## src/rtl/spi_transaction_sequencer_pkg.sv

```systemverilog
// Shared definitions for the SPI transaction sequencer: byte width and
// one-hot FSM state encoding.
package spi_transaction_sequencer_pkg;

  localparam int SPI_BYTE_W = 8;

  typedef enum logic [5:0] {
    ST_IDLE  = 6'b000001,
    ST_SETUP = 6'b000010,
    ST_ISSUE = 6'b000100,
    ST_WAIT  = 6'b001000,
    ST_HOLD  = 6'b010000,
    ST_DONE  = 6'b100000
  } state_e;

  function automatic int max2(input int a, input int b);
    return (a > b) ? a : b;
  endfunction

endpackage

```

## src/rtl/spi_transaction_sequencer_sync_fifo.sv

```systemverilog
// Synchronous FIFO with occupancy counter; a push is accepted when full
// as long as a pop happens in the same cycle.
module sync_fifo
  import spi_transaction_sequencer_pkg::*;
#(
  parameter int WIDTH = SPI_BYTE_W,
  parameter int DEPTH = 16
) (
  input  logic             clk_i,
  input  logic             rst_i,
  input  logic             push_i,
  input  logic             pop_i,
  input  logic [WIDTH-1:0] data_i,
  output logic [WIDTH-1:0] data_o,
  output logic             full_o,
  output logic             empty_o
);

  localparam int PTR_W = $clog2(DEPTH);
  localparam int CNT_W = PTR_W + 1;

  logic [WIDTH-1:0] mem_q [DEPTH];
  logic [PTR_W-1:0] wr_ptr_q;
  logic [PTR_W-1:0] rd_ptr_q;
  logic [CNT_W-1:0] count_q;
  logic             do_push_s;
  logic             do_pop_s;

  assign empty_o   = (count_q == CNT_W'(0));
  assign full_o    = (count_q == CNT_W'(DEPTH));
  assign do_pop_s  = pop_i & ~empty_o;
  assign do_push_s = push_i & (~full_o | do_pop_s);
  assign data_o    = mem_q[rd_ptr_q];

  // Pointer and occupancy registers.
  always_ff @(posedge clk_i or posedge rst_i) begin
    if (rst_i) begin
      wr_ptr_q <= '0;
      rd_ptr_q <= '0;
      count_q  <= '0;
    end else begin
      if (do_push_s) wr_ptr_q <= wr_ptr_q + PTR_W'(1);
      if (do_pop_s)  rd_ptr_q <= rd_ptr_q + PTR_W'(1);
      case ({do_push_s, do_pop_s})
        2'b10:   count_q <= count_q + CNT_W'(1);
        2'b01:   count_q <= count_q - CNT_W'(1);
        default: count_q <= count_q;
      endcase
    end
  end

  // Storage array; contents are don't-care while the counter says empty.
  always_ff @(posedge clk_i) begin
    if (do_push_s) mem_q[wr_ptr_q] <= data_i;
  end

endmodule

```

## src/rtl/spi_transaction_sequencer.sv

```systemverilog
// Multi-byte SPI front end: frames an N-byte transaction with chip select and
// hands bytes to the byte controller one handshake at a time.
module spi_transaction_sequencer
  import spi_transaction_sequencer_pkg::*;
#(
  parameter int FIFO_DEPTH = 16,
  parameter int LEN_W      = 8,
  parameter int CS_SETUP   = 2,
  parameter int CS_HOLD    = 2
) (
  input  logic                  i_clk,
  input  logic                  i_rst,
  input  logic [SPI_BYTE_W-1:0] i_tx_data,
  input  logic                  i_tx_wr,
  output logic                  o_tx_full,
  input  logic                  i_start,
  input  logic [LEN_W-1:0]      i_len,
  output logic [SPI_BYTE_W-1:0] o_rx_data,
  input  logic                  i_rx_rd,
  output logic                  o_rx_empty,
  output logic                  o_rx_overflow,
  output logic                  o_busy,
  output logic                  o_done,
  output logic                  o_cs_n,
  output logic [SPI_BYTE_W-1:0] o_ctl_tx,
  output logic                  o_ctl_tx_valid,
  input  logic                  i_ctl_ready,
  input  logic [SPI_BYTE_W-1:0] i_ctl_rx,
  input  logic                  i_ctl_rx_valid
);

  localparam int TMR_W = $clog2(max2(CS_SETUP, CS_HOLD) + 1);

  state_e                state_q, state_d;
  logic [LEN_W-1:0]      count_q, count_d;
  logic [TMR_W-1:0]      timer_q, timer_d;
  logic                  cs_n_q, cs_n_d;
  logic [SPI_BYTE_W-1:0] ctl_tx_q, ctl_tx_d;
  logic                  ctl_tx_valid_q, ctl_tx_valid_d;
  logic                  rx_overflow_q, rx_overflow_d;
  logic                  tx_pop_s, rx_push_s, tx_empty_s, rx_full_s;
  logic [SPI_BYTE_W-1:0] tx_head_s;

  sync_fifo #(.WIDTH(SPI_BYTE_W), .DEPTH(FIFO_DEPTH)) u_tx_fifo (
    .clk_i(i_clk), .rst_i(i_rst), .push_i(i_tx_wr), .pop_i(tx_pop_s),
    .data_i(i_tx_data), .data_o(tx_head_s), .full_o(o_tx_full), .empty_o(tx_empty_s)
  );

  sync_fifo #(.WIDTH(SPI_BYTE_W), .DEPTH(FIFO_DEPTH)) u_rx_fifo (
    .clk_i(i_clk), .rst_i(i_rst), .push_i(rx_push_s), .pop_i(i_rx_rd),
    .data_i(i_ctl_rx), .data_o(o_rx_data), .full_o(rx_full_s), .empty_o(o_rx_empty)
  );

  // Next-state and datapath decode for the transaction FSM.
  always_comb begin
    state_d        = state_q;
    count_d        = count_q;
    timer_d        = timer_q;
    cs_n_d         = cs_n_q;
    ctl_tx_d       = ctl_tx_q;
    ctl_tx_valid_d = 1'b0;
    rx_overflow_d  = rx_overflow_q;
    tx_pop_s       = 1'b0;
    rx_push_s      = 1'b0;
    case (state_q)
      ST_IDLE: begin
        if (i_start) begin
          rx_overflow_d = 1'b0;
          if (i_len != LEN_W'(0)) begin
            count_d = i_len;
            timer_d = TMR_W'(0);
            cs_n_d  = 1'b0;
            state_d = ST_SETUP;
          end else begin
            state_d = ST_DONE;
          end
        end else begin
          state_d = ST_IDLE;
        end
      end
      ST_SETUP: begin
        if (timer_q == TMR_W'(CS_SETUP - 1)) state_d = ST_ISSUE;
        else                                 timer_d = timer_q + TMR_W'(1);
      end
      ST_ISSUE: begin
        // An empty TX FIFO stalls here with CS still asserted.
        if (i_ctl_ready && !tx_empty_s) begin
          tx_pop_s       = 1'b1;
          ctl_tx_d       = tx_head_s;
          ctl_tx_valid_d = 1'b1;
          state_d        = ST_WAIT;
        end else begin
          state_d = ST_ISSUE;
        end
      end
      ST_WAIT: begin
        if (i_ctl_rx_valid) begin
          rx_push_s = 1'b1;
          if (rx_full_s && !i_rx_rd) rx_overflow_d = 1'b1;
          else                       rx_overflow_d = rx_overflow_q;
          count_d = count_q - LEN_W'(1);
          if (count_q == LEN_W'(1)) begin
            timer_d = TMR_W'(0);
            state_d = ST_HOLD;
          end else begin
            state_d = ST_ISSUE;
          end
        end else begin
          state_d = ST_WAIT;
        end
      end
      ST_HOLD: begin
        if (timer_q == TMR_W'(CS_HOLD - 1)) begin
          cs_n_d  = 1'b1;
          state_d = ST_DONE;
        end else begin
          timer_d = timer_q + TMR_W'(1);
        end
      end
      ST_DONE: state_d = ST_IDLE;
      default: begin
        state_d = ST_IDLE;
        cs_n_d  = 1'b1;
      end
    endcase
  end

  // FSM and output registers.
  always_ff @(posedge i_clk or posedge i_rst) begin
    if (i_rst) begin
      state_q        <= ST_IDLE;
      count_q        <= '0;
      timer_q        <= '0;
      cs_n_q         <= 1'b1;
      ctl_tx_q       <= '0;
      ctl_tx_valid_q <= 1'b0;
      rx_overflow_q  <= 1'b0;
    end else begin
      state_q        <= state_d;
      count_q        <= count_d;
      timer_q        <= timer_d;
      cs_n_q         <= cs_n_d;
      ctl_tx_q       <= ctl_tx_d;
      ctl_tx_valid_q <= ctl_tx_valid_d;
      rx_overflow_q  <= rx_overflow_d;
    end
  end

  assign o_cs_n         = cs_n_q;
  assign o_ctl_tx       = ctl_tx_q;
  assign o_ctl_tx_valid = ctl_tx_valid_q;
  assign o_rx_overflow  = rx_overflow_q;
  assign o_busy         = (state_q != ST_IDLE);
  assign o_done         = (state_q == ST_DONE);

endmodule

```

## config.mk

```make
export PLATFORM = sky130hd
export DESIGN_NAME = spi_transaction_sequencer
export DESIGN_NICKNAME = d
export VERILOG_FILES = /design/src/rtl/spi_transaction_sequencer_pkg.sv /design/src/rtl/spi_transaction_sequencer_sync_fifo.sv /design/src/rtl/spi_transaction_sequencer.sv
export SDC_FILE = /design/constraint.sdc
export NUM_CORES = 1
export LEC_CHECK = 0
export ABC_AREA = 1
export CAP_MARGIN = 20
export CORE_ASPECT_RATIO = 1.2
export CORE_MARGIN = 4
export CORE_UTILIZATION = 50
export DETAILED_ROUTE_END_ITERATION = 8
export DONT_BUFFER_PORTS = 1
export HOLD_SLACK_MARGIN = 0.02
export PLACE_DENSITY = 0.72
export SYNTH_ARGS = -nofsm -noshare
export SYNTH_HDL_FRONTEND = slang
export SYNTH_SLANG_ARGS = --single-unit
```

## constraint.sdc

```tcl
create_clock -name i_clk -period 2.4 [get_ports i_clk]
set_input_delay 0.48 -clock i_clk [delete_from_list [all_inputs] [get_ports i_clk]]
set_output_delay 0.48 -clock i_clk [all_outputs]
set_load 0.02 [all_outputs]
```

==> results of run 1 <==
-- metal layers --
metal	vias up	global-route usage, %	wire length (µm)	part of all wire (%)
met5	-	0	0	0
met4	0	7.05	926	3.0
met3	71	3.41	2070	6.8
met2	333	36.5	15900	52
met1	4329	24.2	11700	38
li1	4245	-	-	-
-- cells by family (layout without fill, tap and decap cells) --
group                    after synthesis  in the layout  synth area share (%)
AND/OR/NAND/NOR                      469            469                  15.1
flip-flops                           309            309                  67.8
AO/OA/AOI/OAI                        226            226                  9.83
buffers and inverters                121            213                  3.93
adder cells (fa/ha/maj)               22             22                  2.18
XOR/XNOR                              17             17                  1.12
-- power breakdown --
group	switching, µW	internal [µW]	total [µW]
logic	4280	2400	6680
clock network	1950	2750	4700
registers	552	6400	6950
total	6780	11500	18300
-- state kept, by name, summed over array words and instances, names as in the netlist --
| name | count |
|---|---|
| timer_q | 2 |
| u_rx_fifo.count_q | 5 |
| u_tx_fifo.mem_q | 128 |
| u_rx_fifo.wr_ptr_q | 4 |
| count_q | 8 |
| u_rx_fifo.mem_q | 128 |
| u_rx_fifo.rd_ptr_q | 4 |
| o_cs_n | 1 |
| o_rx_overflow | 1 |
| state_q | 6 |
| u_tx_fifo.wr_ptr_q | 4 |
| o_ctl_tx | 8 |
| o_ctl_tx_valid | 1 |
| u_tx_fifo.count_q | 5 |
| u_tx_fifo.rd_ptr_q | 4 |
-- timing repair --
action / CTS / global route
hold buffers: 17 / 0
hold endpoints to repair: 280 / 0
resized for setup: 28 / 43
gates cloned: 4 / 5
setup buffers: 4 / 1
pin swaps: 9 / 17
endpoints found under the setup margin: 8 / 10
-- per-stage QoR --
step / utilization [%] / setup slack [ns] / area (µm²) / hold WS (ns)
floorplan: - / 0.0105 / 13300 / 0.453
global placement: 53.1 / 0.108 / 13900 / 0.458
detailed placement: 53.1 / 0.0163 / 13900 / 0.461
CTS: 58.4 / -0.107 / 15300 / 0.0770
global route: 59.3 / -0.135 / 15600 / 0.0831
finish: 59.3 / -0.0840 / 15600 / 0.103
-- worst max-delay path: cells and delay by family (launching register included) --
family	cells	cell delay (ns)
AO/OA/AOI/OAI	2	0.40
buffers and inverters	2	0.34
AND/OR/NAND/NOR	2	0.21
flip-flops	1	0.48
-- worst max-delay path by stage --
stage,endpoint,slack (ns),startpoint
3_3_place_gp,u_rx_fifo.count_q[4]$_DFFE_PP0P_,0.11,u_rx_fifo.count_q[1]$_DFFE_PP0P_
5_1_grt,o_rx_data[0],-0.14,u_rx_fifo.rd_ptr_q[0]$_DFFE_PP0P_
2_1_floorplan,u_rx_fifo.count_q[4]$_DFFE_PP0P_,0.01,u_rx_fifo.count_q[0]$_DFFE_PP0P_
3_5_place_dp,u_rx_fifo.count_q[4]$_DFFE_PP0P_,0.02,state_q[5]$_DFFE_PP0P_
6_report,o_rx_data[0],-0.08,u_rx_fifo.rd_ptr_q[0]$_DFFE_PP0P_
4_1_cts,o_rx_data[6],-0.11,u_rx_fifo.rd_ptr_q[0]$_DFFE_PP0P_
-- synthesized netlist by cell type, drive strengths merged (3+ instances only) --
library cell | count | area (µm²)
a21oi | 9 | 45.0
buf | 28 | 170
clkbuf | 27 | 103
dfrtp | 51 | 1280
edfxtp | 256 | 7690
ha | 20 | 250
inv | 64 | 243
nand2 | 141 | 547
nand3 | 66 | 340
nand4 | 7 | 43.8
nor2 | 234 | 930
nor3 | 17 | 125
o211ai | 25 | 188
o21ai | 158 | 802
o221ai | 23 | 201
o22ai | 8 | 50.1
xnor2 | 3 | 26.3
xor2 | 14 | 123
-- cell usage in the layout (no fill, tap or decap), types with 13 or more instances in the layout --
master and n:
sky130_fd_sc_hd__xor2_1 14, sky130_fd_sc_hd__clkbuf_16 35, sky130_fd_sc_hd__dlygate4sd3_1 17, sky130_fd_sc_hd__edfxtp_1 256, sky130_fd_sc_hd__nor2_2 13, sky130_fd_sc_hd__buf_4 58
sky130_fd_sc_hd__dfrtp_1 48, sky130_fd_sc_hd__o211ai_1 25, sky130_fd_sc_hd__nand2_1 126, sky130_fd_sc_hd__o221ai_1 16, sky130_fd_sc_hd__nor2_1 214, sky130_fd_sc_hd__nand3_1 62
sky130_fd_sc_hd__inv_1 55, sky130_fd_sc_hd__o21ai_0 125, sky130_fd_sc_hd__ha_1 19, sky130_fd_sc_hd__o21ai_1 29, sky130_fd_sc_hd__nand2_2 14
-- cell type report --
| cell class | count | area, µm² |
|---|---|---|
| clock buffers | 40 | 828 |
| clock inverters | 15 | 173 |
| fillers | 2006 | 10700 |
| inverters | 66 | 262 |
| multi-input cells | 734 | 3930 |
| flip-flops and latches | 309 | 9020 |
| well taps | 335 | 419 |
| repair buffers | 92 | 951 |
==> qor.yml, run 1 <==
grt:
  global_route.usage.total_pct: 20.2
  gr-total-overflow: 0
  grt_pass1_vias: 8974
  pin_count_of_the_biggest_net_entering_global_routing: 67
  antenna_found_initial: 0
  wire_length_of_the_first_global_routing_pass_um: 47300
clocking:
  clkTransAtPathRegs_ns: 0.06
  cts_inserted_buffers: 30
  cts.htree.levels: 1
  cts-root-to-sink-buffers: 3
  clkLatencyLatePin_ns: 0.57
  clock_tree_from_tritoncts: "done"
  root_buffer: "sky130_fd_sc_hd__clkbuf_16"
  clkSinkCount: 309
worst_setup_path:
  critical_path.max_stage_delay_ns: 0.48
  start_kind: "flip-flop"
  path_max_fanout: 8
  crit-reg2reg-capture: "u_rx_fifo.count_q[4]$_DFFE_PP0P_"
  critical_path_cell_list: "inv_8 > clkbuf_16 > nor2_1 > o221ai_1 > o211ai_1 > nand2_2"
  cp-end-kind: "output port"
  regToRegSetupSlack_ns: 0.12
  cp.required_ns: 1.92
  arrival_ns: 2.00
  worst_r2r_path_depth: 13
  regToRegStartpoint: "state_q[5]$_DFFE_PP0P_"
  critPathKind: "reg -> out"
  crit_slowest_cell: "sky130_fd_sc_hd__dfrtp_2"
synth:
  ys_ff_latch: 309
  avgSynthCellArea_um2: 11.4
  synthesis.instances: 1164
  synth_edf_count: 256
  sequential_share_of_the_synthesized_area_pct: 67.8
  synthesis.nets: 1217
  syn-cell-area_um2: 13300
  synth_ff_type: "sky130_fd_sc_hd__edfxtp_1"
  synth_async_sr_flop_share_pct: 17.2
  yosys.cell_types.count: 41
  synthesis.yosys.warnings: 0
floorplan:
  num_rows: 65
  chipWidth_um: 157
  dieArea_um2: 29300
  core-area_um2: 26300
  floorplan.initialDensity_pct: 50.6
  io_pins: 54
  die_h_um: 187
timing:
  period_needed_ns: 2.48
  worst_clock_skew_ns: 0.0212
  final-hold-violation-count: 0
  finalSetupViolCount: 8
  slew-limit-headroom_pct: 47.4
  timing_max_transition_violations_final: 0
  achievable-frequency_mhz: 403
  layout_worst_path_cycle_share_pct: 104
  timing_worst_slew_pin_value_ns: 0.785
  fin_tns_setup_ns: -0.418
  finalWorstSetupSlack_ns: -0.0840
  rsz_0062_raised_after_global_routing: "true"
place:
  place_congestion: 0.800
  detailed_place_hpwl_um: 18700
  place.port_buffers: 0
  number_of_placed_instances_with_taps_included: 1503
cells_and_area:
  layoutNonFillerInstCount: 1591
  num-nets-final: 1286
  insertedDiodeCount: 0
  drive_gt1_share_pct: 15.4
  areaGrowthSynthToFinish_pct: 17.2
pwr:
  fin_total_pwr_uw: 18300
  power.static_leakage_uw: 0.00576
  cellPowerDensity_nw_per_um2: 1180
  ir_drop_uv: 801
job:
  maxCapViolations: 0
route:
  vias: 8978
  first_iter_violations: 616
  detail_route.wirelength_um: 30600
  route.detailed.drc: 0
  first_pass_iters: 5
  ant_nets: 0
  wl_per_cell_um: 19.3
  viasPerCell: 5.64
hold_path:
  hold_class: "in -> reg"
  hold_path.startpoint: "i_start"
  hold_end: "state_q[5]$_DFFE_PP0P_"
  hold-path-cell-count: 2
outcome:
  run_status: "finished with violations"
  failed_checks: "negative setup slack"
No activity file was read; power rests on OpenSTA's default activity.
==> run 2, diff against run 1 <==
- CORE_ASPECT_RATIO: 1.2 -> 1.4
==> qor.yml, run 2 (synthesis gave the netlist of run 1 again) <==
outcome:
  run_status: "finished with violations"
  failed_checks: "negative setup slack"
cells_and_area:
  layout.cells.most_common: "sky130_fd_sc_hd__edfxtp_1"
  num-nets-final: 1275
  drive_gt1_share_pct: 14.9
  most-common-layout-cells: "sky130_fd_sc_hd__edfxtp_1 (256), sky130_fd_sc_hd__nor2_1 (219), sky130_fd_sc_hd__nand2_1 (126), sky130_fd_sc_hd__o21ai_0 (122), sky130_fd_sc_hd__nand3_1 (62)"
  layoutNonFillerInstCount: 1570
  fillers: 2015
  largestRegisters: "u_rx_fifo.mem_q x128, u_tx_fifo.mem_q x128"
  areaGrowthSynthToFinish_pct: 16.4
clocking:
  clkTransAtPathRegs_ns: 0.06
  clkSinkCount: 309
  cts-root-to-sink-buffers: 3
  clock_tree_from_tritoncts: "done"
  cts.htree.levels: 1
  root_buffer: "sky130_fd_sc_hd__clkbuf_16"
  clkLatencyLatePin_ns: 0.54
  cts_inserted_buffers: 29
grt:
  wire_length_of_the_first_global_routing_pass_um: 47600
  grt_pass1_vias: 8912
  antenna_found_initial: 1
  global_route.usage.total_pct: 20.3
  gr-total-overflow: 0
  pin_count_of_the_biggest_net_entering_global_routing: 67
floorplan:
  dieArea_um2: 29300
  die_h_um: 201
  core-area_um2: 26200
  floorplan.initialDensity_pct: 50.8
  io_pins: 54
  chipWidth_um: 146
  num_rows: 70
timing:
  rsz_0062_raised_after_global_routing: "true"
  finalSetupViolCount: 8
  achievable-frequency_mhz: 401
  timing_worst_slew_pin_value_ns: 0.822
  period_needed_ns: 2.49
  slew-limit-headroom_pct: 45.0
  finalWorstSetupSlack_ns: -0.0914
  fin_tns_setup_ns: -0.495
  worst_clock_skew_ns: 0.0133
  final-hold-violation-count: 0
  layout_worst_path_cycle_share_pct: 104
  timing_max_transition_violations_final: 0
worst_setup_path:
  crit_family: "flip-flops"
  arrival_ns: 2.01
  start_kind: "flip-flop"
  path_max_fanout: 8
  critPathBufInv: 2
  critPathKind: "reg -> out"
  critical_path_cell_list: "buf_8 > clkbuf_16 > o21ai_1 > o22ai_1 > o211ai_1 > nand2_2"
  cp-end-kind: "output port"
  critical_path.max_stage_delay_ns: 0.48
  cp.required_ns: 1.92
  crit_slowest_cell: "sky130_fd_sc_hd__dfrtp_2"
pwr:
  cellPowerDensity_nw_per_um2: 1170
  ir_drop_uv: 810
  power.static_leakage_uw: 0.00571
job:
  maxCapViolations: 0
route:
  detail_route.wirelength_um: 31700
  vias: 8959
  viasPerCell: 5.71
  wl_per_cell_um: 20.2
  first_pass_iters: 6
  first_iter_violations: 594
  ant_nets: 0
  route.detailed.drc: 0
place:
  pre_cts_ws_ns: -0.0120
  place.port_buffers: 0
  place_congestion: 0.870
  detailed_place_hpwl_um: 19300
  number_of_placed_instances_with_taps_included: 1481
hold_path:
  hold_class: "in -> reg"
[run 2: changes by cell type in the layout (fill, tap and decap cells not counted), moves of 4 or more]
| cell | delta |
|---|---|
| sky130_fd_sc_hd__buf_4 | -9 |
| sky130_fd_sc_hd__nor3_4 | +7 |
| sky130_fd_sc_hd__nor3_1 | -6 |
| sky130_fd_sc_hd__o21ai_2 | +6 |
| sky130_fd_sc_hd__nor2_1 | +5 |
| sky130_fd_sc_hd__nor2_2 | -4 |
| sky130_fd_sc_hd__o21ai_1 | -4 |
[run 2: layout make-up]
| class | instances | area (µm²) | share of cell area (%) |
|---|---|---|---|
| Timing Repair Buffer | 82 | 881 | 5.69 |
| Tap cell | 324 | 405 | 2.62 |
| Clock inverter | 14 | 124 | 0.800 |
| Clock buffer | 40 | 797 | 5.15 |
| Antenna cell | 1 | 2.50 | 0.0162 |
| Sequential cell | 309 | 9020 | 58.2 |
| Inverter | 66 | 262 | 1.69 |
| Multi-Input combinational cell | 734 | 3990 | 25.8 |
[run 2: worst paths after layout]
path,slack [ns],cells after the start,endpoint,startpoint
worst max-delay path,-0.09,6,o_rx_data[5],u_rx_fifo.rd_ptr_q[0]$_DFFE_PP0P_
worst min-delay path,0.13,2,state_q[5]$_DFFE_PP0P_,i_start
worst max register to register,0.12,12,u_rx_fifo.count_q[4]$_DFFE_PP0P_,state_q[1]$_DFFE_PP0P_
worst min register to register,0.51,2,timer_q[1]$_DFFE_PP0P_,timer_q[1]$_DFFE_PP0P_
max in group asynchronous,1.35,3,u_tx_fifo.rd_ptr_q[0]$_DFFE_PP0N_,i_rst
min in group asynchronous,0.45,2,o_ctl_tx_valid$_DFF_PP0_,i_rst
[run 2: timing repair]
| item | 4_1_cts | 5_1_grt |
|---|---|---|
| gates cloned | 2 | 9 |
| hold buffers | 17 | 0 |
| setup endpoints to repair | 42 | 75 |
| pin swaps | 0 | 33 |
| gates resized for setup | 22 | 64 |
| setup buffers | 1 | 5 |
| endpoints found under the hold margin | 278 | 0 |
[run 2: report_power, final]
| group | switching, µW | total (µW) | internal, µW |
|---|---|---|---|
| Combinational | 4480 | 6850 | 2370 |
| Clock | 1900 | 4430 | 2530 |
| Sequential | 515 | 6910 | 6400 |
| Total | 6890 | 18200 | 11300 |
[run 2: worst register-to-register path: stages (launching register included)]
cell                      delay, ns
sky130_fd_sc_hd__dfrtp_1       0.41
sky130_fd_sc_hd__nor2_2        0.16
sky130_fd_sc_hd__nand2_1       0.12
sky130_fd_sc_hd__nor2_4        0.17
sky130_fd_sc_hd__nand3_4       0.13
sky130_fd_sc_hd__ha_4          0.21
sky130_fd_sc_hd__fa_1          0.43
sky130_fd_sc_hd__nand2_1       0.09
sky130_fd_sc_hd__nand2_1       0.07
sky130_fd_sc_hd__a21oi_2       0.13
sky130_fd_sc_hd__xor2_1        0.16
sky130_fd_sc_hd__nand2_1       0.06
sky130_fd_sc_hd__o21ai_0       0.07
[run 2: per-stage QoR]
stage | utilization [%] | power, µW | hold slack, ns | area, µm²
after CTS | 57.4 | 17400 | 0.111 | 15000
after global placement | 52.8 | 12500 | 0.442 | 13800
final | 59.1 | 18200 | 0.125 | 15500
after global routing | 59.1 | 19200 | 0.108 | 15500
after detailed placement | 52.8 | 12600 | 0.443 | 13800
after floorplan | - | 11000 | 0.453 | 13300
[run 2: per-layer routing]
metal / routed length (µm) / share of wire, % / up-vias / track usage, %
met1: 11400 / 36 / 4341 / 23.2
met2: 17000 / 54 / 300 / 37.8
li1: - / - / 4222 / -
met5: 0 / 0 / - / 0
met3: 1770 / 5.6 / 96 / 3.18
met4: 1530 / 4.8 / 0 / 7.60
==> variant 1, RTL diff (settings of run 1) <==
The parameter `LEN_W` goes from 8 to 16.
--- a/src/rtl/spi_transaction_sequencer.sv
+++ b/src/rtl/spi_transaction_sequencer.sv
@@ -4,7 +4,7 @@
   import spi_transaction_sequencer_pkg::*;
 #(
   parameter int FIFO_DEPTH = 16,
-  parameter int LEN_W      = 8,
+  parameter int LEN_W      = 16,
   parameter int CS_SETUP   = 2,
   parameter int CS_HOLD    = 2
 ) (
Ports: changed (resized i_len); port bits go from 54 to 62. The function was not compared with the original's and may differ.
==> variant 1 against run 1 <==
- the run still ends with setup timing left
- setup slack worse by 66 ps
- sequential cell count up 8
- routed wire length up 3.0%
- cell area up 3.3%
- synthesized cell count up 11%
- maximum frequency down 2.6%
- power up 2.0%
- synthesized area up 5.7%
- non-clock buffer count down 14
==> variant 1: results (changes against run 1) <==
metric;value;unit;change
Setup WS pre-CTS;53.37;ps;+37.10 ps
Signal buffers;78;;-15%
sequential area share after synthesis;65.57;%;-2.2 points
top post-synthesis cells by area;edfxtp_1 55%, dfrtp_1 11%, nor2_1 7.1%;;
largest net degree at the start of global routing;68;;+1.5%
Critical Path AT;2070;ps;+70 ps
met2 WL post-DR;16000;um;+0.39%
crit-path max FO;66;;+58
sequential share of cell area;57.29;%;-0.61 points
M1 WL;12690;um;+8.5%
fill count;2258;;+13%
multi-input gate share of the layout cell area;26.85;%;+1.6 points
commonest cells in the netlist;267 x nor2_1, 256 x edfxtp_1, 176 x nand2_1;;
buffering overhead;4.797;%;-1.3 points
DRT Pass-1 Iters;7;;+2
Final Setup Violations;8;;unchanged
VDD IR-drop max;0.9720;mV;+21%
TNS Setup;-930.3;ps;-512.8 ps
dpl hpwl;19730;um;+5.4%
routability cong.;0.8601;;+7.5%
sequential cell count;317;;+2.6%
Setup WS post-layout;-150.0;ps;-65.91 ps
met3 Usage GRT;2.898;%;-0.51 points
asr flop ratio synth;19.24;%;+2.1 points
multi-input combinational cell count;840;;+14%
leakage power;6.062;nW;+5.2%
timing endpoint of the critical path;o_rx_data[3];;
status;finished, violations left;;
syn nets;1354;;+11%
failing checks;setup timing;;
gr usage total;20.42;%;+0.20 points
Vias/cell;5.551;;-1.6%
M1 GR Usage;26.01;%;+1.8 points
synth unique cells;43;;+4.9%
[variant 1: changes by cell type after synthesis, sizes merged, moves of 6 or more]
cell,before,now
o21ai,158,167
dfrtp,51,59
o211ai,25,48
nand2,141,184
buf,28,37
nor2,234,275
o22ai,8,2
inv,64,75
o221ai,23,0
clkbuf,27,21
nand3,66,76
[variant 1: stage by stage]
step	utilization, %	cell area [um^2]	power [mW]	hold slack [ps]	instances
6_report	58.70	16090	18.70	109.2	1746
5_1_grt	58.70	16090	19.89	94.26	1746
4_1_cts	58.53	16050	18.70	91.55	1745
3_5_place_dp	53.68	14720	13.46	401.5	1661
3_3_place_gp	53.68	14720	13.25	394.5	1661
2_1_floorplan	-	14060	11.81	441.9	1293
[variant 1: repair_timing]
| action | 4_1_cts | 5_1_grt |
|---|---|---|
| hold endpoints to repair | 274 | 0 |
| setup endpoints to repair | 8 | 11 |
| setup buffers | 6 | 1 |
| resized for setup | 31 | 18 |
| gates cloned | 3 | 0 |
| hold buffers | 17 | 0 |
| pin swaps | 13 | 10 |
[variant 1: power breakdown]
part	leakage, nW	total (mW)	switching (mW)	internal (mW)
Clock	0.487	4.78	1.98	2.79
Sequential	3.06	7.19	0.580	6.61
Combinational	2.52	6.73	4.46	2.28
Total	6.06	18.7	7.02	11.7
[variant 1: cell families (layout without fill, tap and decap cells)]
group	after synthesis	in the layout	synth area share (%)
AOI/OAI and AO/OA	231	231	9.382
xor gates and xnor gates	21	21	1.309
adders and majority gates	22	22	2.065
buffers and inverters	136	215	4.175
DFF	317	317	65.57
muxes	3	3	0.2136
and+or+nand+nor	563	563	17.29
[variant 1: worst max-delay path, cell delays in order, from the launching register on]
cell and delay (ps):
dfrtp_2 470, buf_12 280, o21ai_0 140, o211ai_1 240, nand3_1 180, nand2_2 170
==> variant 2, RTL diff (config.mk and constraints of run 1) <==
Without the edit above. Compare `count_q` against `CNT_W'(DEPTH)` with >= in place of ==.
--- a/src/rtl/spi_transaction_sequencer_sync_fifo.sv
+++ b/src/rtl/spi_transaction_sequencer_sync_fifo.sv
@@ -27,7 +27,7 @@
   logic             do_pop_s;
 
   assign empty_o   = (count_q == CNT_W'(0));
-  assign full_o    = (count_q == CNT_W'(DEPTH));
+  assign full_o    = (count_q >= CNT_W'(DEPTH));
   assign do_pop_s  = pop_i & ~empty_o;
   assign do_push_s = push_i & (~full_o | do_pop_s);
   assign data_o    = mem_q[rd_ptr_q];
Function: no difference found for any inputs over 4 cycles, from zero or initial values and one cycle with i_rst high; that may be too few to reach the edited logic, so the function may still have changed.
==> variant 2 against run 1 <==
- the flow still finishes with violations (setup timing)
- critical endpoint is now o_rx_data[5]
- cell area increased by 1.1%
- synthesized area up 4.0%
- setup slack improved by 37 ps
- sequential share of layout area is 0.60 points lower
- sequential cell count unchanged
- hold slack got worse by 38 ps
- clock power shrank 0.9%
- power fell by 4.2%
- routed wire length shrank 3.9%
- sequential power barely moved
==> variant 2: results (changes against run 1) <==
metric;value;unit;change
final WL;29430;um;-3.9%
Antenna Cells;2;;+2
Setup WS post-layout;-47.05;ps;+37.00 ps
slew margin rel.;50.73;%;+3.3 points
crit-path max FO;15;;+7
Critical Path AT;1970;ps;-30 ps
fill count;2158;;+7.6%
count of port buffers added during placement;0;;unchanged
syn nets;1390;;+14%
initial drt markers;681;;+11%
first-pass GRT wire length;46550;um;-1.5%
VDD IR-drop max;0.7839;mV;-2.1%
Layout clock area frac;6.253;%;-0.17 points
failing checks;setup timing;;
clock latency on the worst-skew pair;550;ps;-20 ps
gr usage total;18.95;%;-1.3 points
CTS Root Cell;clkbuf_16;;
dpl hpwl;19100;um;+2.0%
TNS Setup;-197.4;ps;+220.1 ps
antenna violations before repair;2;;+2
Vias/cell;5.250;;-7.0%
Final Setup Violations;7;;-1
Post-synth EDFFs;256;;unchanged
Pint;11.10;mW;-3.9%
sequential cell count;309;;unchanged
Global Route met2 Usage;34.45;%;-2.1 points
top post-synthesis cells by area;edfxtp_1 56%, nand2_1 10%, dfrtp_1 9.2%;;
sequential share of cell area;57.30;%;-0.60 points
worst reg2reg path depth;19;;+6
inverter count;160;;+140%
buffering overhead;4.521;%;-1.6 points
met2 WL post-DR;15130;um;-5.1%
M1 GR Usage;23.35;%;-0.84 points
commonest cells in the netlist;382 x nand2_1, 256 x edfxtp_1, 149 x inv_1;;
fin util;57.96;%;-1.4 points
fraction of layout cells with a size suffix above 1;11.52;%;-3.8 points
Setup WS pre-CTS;-10.57;ps;-26.84 ps
Signal buffers;78;;-15%
multi-input combinational cell count;812;;+11%
Mean Syn Cell Area;10.33;um^2;-9.6%
sequential area share after synthesis;65.19;%;-2.6 points
vias;9224;;+2.7%
R2R Path End;u_tx_fifo.count_q[4]$_DFFE_PP0P_;;
Clock Skew;11.58;ps;-9.650 ps
area of the multi-input gates;3995;um^2;+1.7%
met3 Usage GRT;3.294;%;-0.12 points
synth unique cells;35;;-15%
metal3 WL;1609;um;-22%
routability cong.;0.8581;;+7.2%
vias in the first global route;8774;;-2.2%
largest net degree at the start of global routing;66;;-1.5%
dpl cells;1674;;+11%
timing endpoint of the critical path;o_rx_data[5];;
CLK BUF;35;;-13%
status;finished, violations left;;
H-tree levels;1;;unchanged
reg-to-reg startpoint;state_q[0]$_DFFE_PP1P_;;
leakage power;6.523;nW;+13%
M1 WL;11900;um;+1.8%
[variant 2: cell types whose count changed after synthesis, moves of 23 or more]
cell             run 1  this run
a21oi_1              9        38
o221ai_1            23         0
o21ai_0            146        59
nor2_1             225        70
nand2_1            134       382
inv_1               57       149
nand3_1             64       138
[variant 2: timing repair]
action,4_1_cts,5_1_grt
hold buffers,17,0
pin swaps,6,14
setup buffers,3,4
endpoints found under the setup margin,9,10
resized for setup,12,14
gates cloned,0,1
endpoints found under the hold margin,274,0
[variant 2: how the worst min path moves through the flow]
stage	slack (ps)	cells past startpoint	start	end
finish	70	2	i_start	state_q[5]$_DFFE_PP0P_
floorplan	440	2	u_rx_fifo.count_q[4]$_DFFE_PP0P_	u_rx_fifo.count_q[4]$_DFFE_PP0P_
global placement	420	1	i_rst	count_q[5]$_DFFE_PP0P_
detailed placement	430	1	i_rst	count_q[1]$_DFFE_PP0P_
global route	60	2	i_start	state_q[5]$_DFFE_PP0P_
CTS	60	2	i_start	state_q[5]$_DFFE_PP0P_
[variant 2: power groups by stage]
stage | Sequential, mW | Clock [mW] | Combinational [mW]
after floorplan | 6.83 | 0 | 4.33
after global placement | 7.06 | 0 | 5.45
after detailed placement | 7.08 | 0 | 5.56
after CTS | 6.93 | 4.74 | 5.85
after global routing | 7.02 | 4.98 | 6.66
final | 6.95 | 4.66 | 5.95
[variant 2: worst max-delay path, cell delays in order (launching register included)]
cell and delay, ps:
dfrtp_4 580, buf_12 190, o211ai_1 260, nand3_1 160, nand3_1 120, nand2_2 110
[variant 2: cell families after synthesis]
logic type / count (synthesis) / synth area share [%]
buffers and inverters: 218 / 6.324
AOI/OAI and AO/OA: 140 / 5.763
xor gates and xnor gates: 20 / 1.267
DFF: 309 / 65.19
adders and majority gates: 20 / 1.864
and+or+nand+nor: 632 / 19.59
